--- config.mk ---
export PLATFORM = sky130hd
export DESIGN_NAME = mac_norm_stage_p
export DESIGN_NICKNAME = d
export VERILOG_FILES = /design/src/rtl/mac_norm_stage_p.sv
export SDC_FILE = /design/constraint.sdc
export NUM_CORES = 1
export LEC_CHECK = 0
export CORE_UTILIZATION = 35
export CTS_BUF_LIST = sky130_fd_sc_hd__clkbuf_4 sky130_fd_sc_hd__clkbuf_8 sky130_fd_sc_hd__clkbuf_16
export DETAILED_ROUTE_END_ITERATION = 10
export DONT_BUFFER_PORTS = 1
export GPL_TIMING_DRIVEN = 0
export PLACE_DENSITY = 0.53
export SYNTH_ARGS = -nofsm -noshare
export SYNTH_HDL_FRONTEND = slang
export SYNTH_SLANG_ARGS = --single-unit
--- constraint.sdc ---
create_clock -name i_clk -period 16.77 [get_ports i_clk]
set_input_delay 5.031 -clock i_clk [delete_from_list [all_inputs] [get_ports i_clk]]
set_output_delay 5.031 -clock i_clk [all_outputs]
set_load 0.005 [all_outputs]
--- src/rtl/mac_norm_stage_p.sv ---
// rtl/mac_norm_stage_p.sv - final MAC stage: partial-sum adder tree plus sign/mantissa/exponent normalise
// Optional feature macro: MAC_NORM_ROUND_EN (round-to-nearest-even of the mantissa; truncation otherwise)
module mac_norm_stage_p #(
  parameter int NUM_PSUM  = 2,
  parameter int PSUM_W    = 19,
  parameter int NORM_W    = 11,
  parameter int EXP_W     = 6,
  parameter int REF_POS   = 16,
  parameter int MEXP_W    = 6,
  parameter int QF_W      = 5,
  parameter int TREE_PIPE = 0
) (
  input  logic                       i_clk,
  input  logic                       i_rst_n,
  input  logic                       i_valid,
  output logic                       o_ready,
  input  logic                       i_flush,
  input  logic [NUM_PSUM*PSUM_W-1:0] i_psum,
  input  logic [MEXP_W-1:0]          i_max_exp,
  input  logic [QF_W-1:0]            i_Q_frac,
  output logic                       o_valid,
  input  logic                       i_ready,
  output logic                       o_sgn,
  output logic                       o_zero,
  output logic [NORM_W-1:0]          o_norm,
  output logic [EXP_W-1:0]           o_exp_shift,
  output logic [MEXP_W-1:0]          o_max_exp,
  output logic [QF_W-1:0]            o_Q_frac
);

  localparam int LVL   = $clog2(NUM_PSUM);
  localparam int SUM_W = PSUM_W + LVL;
  localparam int P_W   = $clog2(SUM_W);
  localparam int EXT_W = SUM_W + NORM_W;

  // Number of live operands at a given tree level (level 0 = input lanes).
  function automatic int lvl_cnt(input int l);
    return (NUM_PSUM + (1 << l) - 1) >> l;
  endfunction

  logic                 en;
  logic                 in_vld_q;
  logic [NUM_PSUM*PSUM_W-1:0] in_psum_q;
  logic [MEXP_W-1:0]    in_mexp_q;
  logic [QF_W-1:0]      in_qf_q;

  logic                 out_vld_q;
  logic                 out_sgn_q;
  logic                 out_zero_q;
  logic [NORM_W-1:0]    out_norm_q;
  logic [EXP_W-1:0]     out_shf_q;
  logic [MEXP_W-1:0]    out_mexp_q;
  logic [QF_W-1:0]      out_qf_q;

  // Single global enable: the whole pipe freezes while the output beat is refused.
  assign en      = ~(out_vld_q & ~i_ready);
  assign o_ready = en;

  // Input register: captures lanes and sideband on every enabled edge; flush kills the valid only.
  always_ff @(posedge i_clk or negedge i_rst_n) begin
    if (!i_rst_n) begin
      in_vld_q  <= 1'b0;
      in_psum_q <= '0;
      in_mexp_q <= '0;
      in_qf_q   <= '0;
    end else begin
      if (i_flush)  in_vld_q <= 1'b0;
      else if (en)  in_vld_q <= i_valid;
      if (en) begin
        in_psum_q <= i_psum;
        in_mexp_q <= i_max_exp;
        in_qf_q   <= i_Q_frac;
      end
    end
  end

  for (genvar l = 0; l <= LVL; l++) begin : g_lvl
    localparam int CUR = lvl_cnt(l);
    logic [SUM_W-1:0]  v [CUR];
    logic              vld;
    logic [MEXP_W-1:0] mexp;
    logic [QF_W-1:0]   qf;

    if (l == 0) begin : g_leaf
      for (genvar k = 0; k < CUR; k++) begin : g_ext
        assign v[k] = {{LVL{in_psum_q[k*PSUM_W+PSUM_W-1]}}, in_psum_q[k*PSUM_W +: PSUM_W]};
      end
      assign vld  = in_vld_q;
      assign mexp = in_mexp_q;
      assign qf   = in_qf_q;
    end else begin : g_node
      localparam int PREV = lvl_cnt(l - 1);
      logic [SUM_W-1:0] s [CUR];

      for (genvar j = 0; j < CUR; j++) begin : g_add
        if (2*j + 1 < PREV) begin : g_pair
          assign s[j] = g_lvl[l-1].v[2*j] + g_lvl[l-1].v[2*j+1];
        end else begin : g_pass
          assign s[j] = g_lvl[l-1].v[2*j];
        end
      end

      if (TREE_PIPE != 0) begin : g_pipe
        logic [SUM_W-1:0]  r [CUR];
        logic              r_vld;
        logic [MEXP_W-1:0] r_mexp;
        logic [QF_W-1:0]   r_qf;

        // Tree level register: advances with the global enable, sideband kept beside its sums.
        always_ff @(posedge i_clk or negedge i_rst_n) begin
          if (!i_rst_n) begin
            for (int i = 0; i < CUR; i++) r[i] <= '0;
            r_vld  <= 1'b0;
            r_mexp <= '0;
            r_qf   <= '0;
          end else begin
            if (i_flush)  r_vld <= 1'b0;
            else if (en)  r_vld <= g_lvl[l-1].vld;
            if (en) begin
              for (int i = 0; i < CUR; i++) r[i] <= s[i];
              r_mexp <= g_lvl[l-1].mexp;
              r_qf   <= g_lvl[l-1].qf;
            end
          end
        end

        assign v    = r;
        assign vld  = r_vld;
        assign mexp = r_mexp;
        assign qf   = r_qf;
      end else begin : g_comb
        assign v    = s;
        assign vld  = g_lvl[l-1].vld;
        assign mexp = g_lvl[l-1].mexp;
        assign qf   = g_lvl[l-1].qf;
      end
    end
  end

  logic [SUM_W-1:0]  sum_w;
  logic [SUM_W-1:0]  mag;
  logic              sgn_d;
  logic              zero_d;
  logic [P_W-1:0]    lead_p;
  logic [P_W-1:0]    sh;
  logic [NORM_W-1:0] mant;
  logic [NORM_W-1:0] norm_pre;
  logic [EXP_W-1:0]  shf_raw;
  logic [EXP_W-1:0]  shf_pre;

  assign sum_w  = g_lvl[LVL].v[0];
  assign sgn_d  = sum_w[SUM_W-1];
  // The most negative sum maps to 2^(SUM_W-1), which still fits unsigned in SUM_W bits.
  assign mag    = sgn_d ? (~sum_w + SUM_W'(1)) : sum_w;
  assign zero_d = (mag == '0);

  // Leading-one detector: last hit in an ascending scan is the highest set bit.
  always_comb begin
    lead_p = '0;
    for (int i = 0; i < SUM_W; i++) begin
      if (mag[i]) lead_p = P_W'(i);
    end
  end

  assign sh      = P_W'(SUM_W - 1) - lead_p;
  assign shf_raw = EXP_W'(lead_p) - EXP_W'(REF_POS);

`ifdef MAC_NORM_ROUND_EN
  logic [EXT_W-1:0]  ext_sh;
  logic              guard;
  logic              sticky;
  logic              round_up;
  logic [NORM_W:0]   mant_inc;

  // Left-justify mag so the mantissa is the top NORM_W bits and all discarded bits sit below it.
  assign ext_sh   = {mag, {NORM_W{1'b0}}} << sh;
  assign mant     = ext_sh[EXT_W-1 -: NORM_W];
  assign guard    = ext_sh[SUM_W-1];
  assign sticky   = |ext_sh[SUM_W-2:0];
  assign round_up = guard & (sticky | mant[0]);
  assign mant_inc = {1'b0, mant} + {{NORM_W{1'b0}}, round_up};
  // A carry out of the mantissa renormalises to 1.000... with the exponent bumped by one.
  assign norm_pre = mant_inc[NORM_W] ? {1'b1, {(NORM_W-1){1'b0}}} : mant_inc[NORM_W-1:0];
  assign shf_pre  = shf_raw + {{(EXP_W-1){1'b0}}, mant_inc[NORM_W]};
`else
  assign mant     = NORM_W'(({mag, {NORM_W{1'b0}}} << sh) >> SUM_W);
  assign norm_pre = mant;
  assign shf_pre  = shf_raw;
`endif

  // Output register: normalised result plus sideband, forced clean for a zero sum.
  always_ff @(posedge i_clk or negedge i_rst_n) begin
    if (!i_rst_n) begin
      out_vld_q  <= 1'b0;
      out_sgn_q  <= 1'b0;
      out_zero_q <= 1'b0;
      out_norm_q <= '0;
      out_shf_q  <= '0;
      out_mexp_q <= '0;
      out_qf_q   <= '0;
    end else begin
      if (i_flush)  out_vld_q <= 1'b0;
      else if (en)  out_vld_q <= g_lvl[LVL].vld;
      if (en) begin
        out_sgn_q  <= sgn_d;
        out_zero_q <= zero_d;
        out_norm_q <= zero_d ? '0 : norm_pre;
        out_shf_q  <= zero_d ? '0 : shf_pre;
        out_mexp_q <= g_lvl[LVL].mexp;
        out_qf_q   <= g_lvl[LVL].qf;
      end
    end
  end

  assign o_valid     = out_vld_q;
  assign o_sgn       = out_sgn_q;
  assign o_zero      = out_zero_q;
  assign o_norm      = out_norm_q;
  assign o_exp_shift = out_shf_q;
  assign o_max_exp   = out_mexp_q;
  assign o_Q_frac    = out_qf_q;

endmodule
==> reports/qor.yml <==
crit_fanout: 10
netlist_area_um2: 6661
fin_nets: 955
initial_core_util: 0.3561
rsz0062_at_grt: "no"
io_buffers: 0
power_frac_seq: 0.234
synth.mux.area_fraction: 0.03005
hold_class: "reg2reg"
synth_area_leaders: "dfrtp_1 30%, nand2_1 13%, ha_1 3.9%"
swShare: 0.4556
cts_buffers: 9
cts_sinks: 80
synth_edf_count: 0
worst_pin_slew_ns: 0.9821
num_io_pins: 86
post-route-min-period_ns: 11.40
synth.most_common_cell: "nand2_1"
use_met2: 0.3258
cap_violations: 0
cts_tree: "done"
worstSkewPairLatency_ns: 0.36
drt-wirelength-per-cell_um: 17.59
cts_root_buffer: "clkbuf_16"
synth_flop_cell: "dfrtp_1"
synth_nets: 944
fp.dieW_um: 140.0
hold_ws_ns: 0.4654
hold_viol: 0
drt_wl_total_um: 19670
synthDistinctLibCells: 85
drive_above_1_share: 0.06900
holdBufCountCts: 0
clockBufferDepth: 2
synth_fa_ha_area_frac: 0.04245
postCtsResizedCells: 0
synth_compound_area_frac: 0.2626
drtAntennaViolNets: 0
antenna_found_initial: 0
met1_usage: 0.2842
fmax_ghz: 0.08770
critPathCaptureType: "output port"
synth_top_area_cell: "dfrtp_1"
fp-row-count: 50
clk_pin_slew_ns: 0.07
clockPowerShare: 0.197
ys_seq_elements: 80
grt_max_degree: 81
grt_overflow: 0
placed_area_um2: 6954
yosys_warnings: 0
grt_pass1_wl_um: 32150
power_switching_mw: 0.4768
internal-power_mw: 0.5697
powerDensity_nw_per_um2: 144.1
synth_async_sr_flop_share: 1.000
synth_top_cell_area_share: 0.3005
postSynthCellCount: 868
comb_power_share: 0.569
first_pass_iters: 5
dp_hpwl_um: 15290
post_cts.repair.setup_buffers: 0
cp-start-kind: "input port"
drc: 0
cp.arrival_ns: 6.37
fp.dieH_um: 140.0
num_vias: 6440
die_area_um2: 19590
status: "complete, no violations"
setup_viol: 0
yosys.area_share.simple: 0.2770
htreeDepth: 3
p_leak_nw: 3.049
postSynthAreaPerCell_um2: 7.674
routabilityCongestion: 0.9280
worstPathRequired_ns: 11.74
grt_util_met3: 0.04034
busiest_layer: "met2"
worstSetupPathType: "in2out"
core-area_um2: 18710
slew_viol_final: 0
ys_seq_area_frac: 0.3005
ir_drop_mv: 0.06864
synth-xor-area-share: 0.04470
fin_crit_sh: 0.6799
yosys-top-cells-count: "234 x nand2_1, 80 x dfrtp_1, 48 x o21ai_0"
grtUsageTotal: 0.2064
syn2layout_area_growth_pct: 9.016
design_area_um2: 7262
diodes: 0
grt_pass1_vias: 6135
synth_top_family_by_area: "simple AND/OR/NAND/NOR gates"
relSlewSlack: 0.3283
tns_ns: 0
drtIter0Drc: 370
finClkSkew_ns: 0.01306
vias_per_cell: 5.760
-- cells by family (layout without fill, tap and decap cells) --
family / Yosys count / in the layout
and+or+nand+nor: 404 / 404
AOI/OAI and AO/OA: 246 / 246
DFF: 80 / 80
buffers and inverters: 66 / 82
xor gates and xnor gates: 34 / 34
adders and majority gates: 22 / 22
muxes: 16 / 16
-- cells in the final DEF (no fill, tap or decap), types with 5 or more instances in the layout --
cell	synthesis	final
xnor2_1	26	26
nand2b_1	8	8
a2111oi_0	6	6
o211ai_1	15	15
nand3_1	19	19
or2_1	5	5
mux2i_1	8	8
o21a_1	8	8
nand4_1	11	11
a211oi_1	21	21
o31a_1	5	5
buf_2	11	11
and2_1	8	8
nor2b_1	6	6
o21ai_0	48	48
a21o_1	10	10
dfrtp_1	80	80
or3_1	13	13
a41oi_1	7	7
nand2_1	234	234
clkbuf_1	30	30
a211o_1	9	9
nor3_1	22	22
xor2_1	8	8
o31ai_1	5	5
and3_1	8	8
clkbuf_16	0	9
a31oi_1	6	6
a21oi_1	42	42
nor2_1	47	47
inv_1	17	17
ha_1	21	21
-- final cells by class --
cell class / count / area, um2
sequential: 80 / 2002
tap: 234 / 292.8
inverter: 18 / 67.56
clock inverter: 7 / 82.58
clock buffer: 9 / 225.2
buffer: 48 / 216.5
fill: 1997 / 11440
multi-input combinational: 722 / 4375
-- power by group through the flow --
| stage | registers, mW | clock network [mW] | logic [mW] |
|---|---|---|---|
| 6_report | 0.245 | 0.206 | 0.596 |
| 5_1_grt | 0.249 | 0.219 | 0.653 |
| 3_5_place_dp | 0.249 | 0 | 0.583 |
| 3_3_place_gp | 0.248 | 0 | 0.585 |
| 2_1_floorplan | 0.243 | 0 | 0.448 |
| 4_1_cts | 0.245 | 0.213 | 0.585 |
-- critical path, cell delays in order --
cell      delay, ns
nor2b_1        0.02
clkbuf_1       0.28
inv_1          0.14
clkbuf_1       0.44
clkbuf_1       0.45
-- final timing paths --
check / from / endpoint / slack, ns / cells after the start
max: i_ready / o_ready / 5.37 / 5
min: g_lvl[0].qf[2]$_DFFE_PN0N_ / o_Q_frac[2]$_DFFE_PN0N_ / 0.47 / 2
min in group asynchronous: i_rst_n / o_norm[3]$_DFFE_PN0N_ / 4.36 / 0
min reg2reg: g_lvl[0].qf[2]$_DFFE_PN0N_ / o_Q_frac[2]$_DFFE_PN0N_ / 0.47 / 2
max reg2reg: in_psum_q[19]$_DFFE_PN0N_ / o_norm[3]$_DFFE_PN0N_ / 9.53 / 20
max in group asynchronous: i_rst_n / in_psum_q[22]$_DFFE_PN0N_ / 12.28 / 0
-- sequential cells by signal (all words and copies together) (netlist names) --
register     count
o_max_exp        6
in_psum_q       38
o_norm          11
g_lvl.mexp       6
o_zero           1
o_valid          1
o_exp_shift      5
o_sgn            1
o_Q_frac         5
g_lvl.vld        1
g_lvl.qf         5
-- routing by layer --
layer	up-vias	routed length, um
li1	3191	-
met1	3043	9449
met2	181	8906
met3	25	994
met4	0	320
met5	-	0
-- through the flow --
stage / utilization / worst slack [ns] / power, mW / cells
after floorplan: - / 5.891 / 0.6911 / 868
after CTS: 0.3882 / 5.321 / 1.043 / 1118
after global placement: 0.3718 / 5.353 / 0.8335 / 1102
final: 0.3882 / 5.368 / 1.047 / 1118
after detailed placement: 0.3718 / 5.325 / 0.8316 / 1102
after global routing: 0.3882 / 5.190 / 1.120 / 1118
Power figures use the tool's default switching activity.
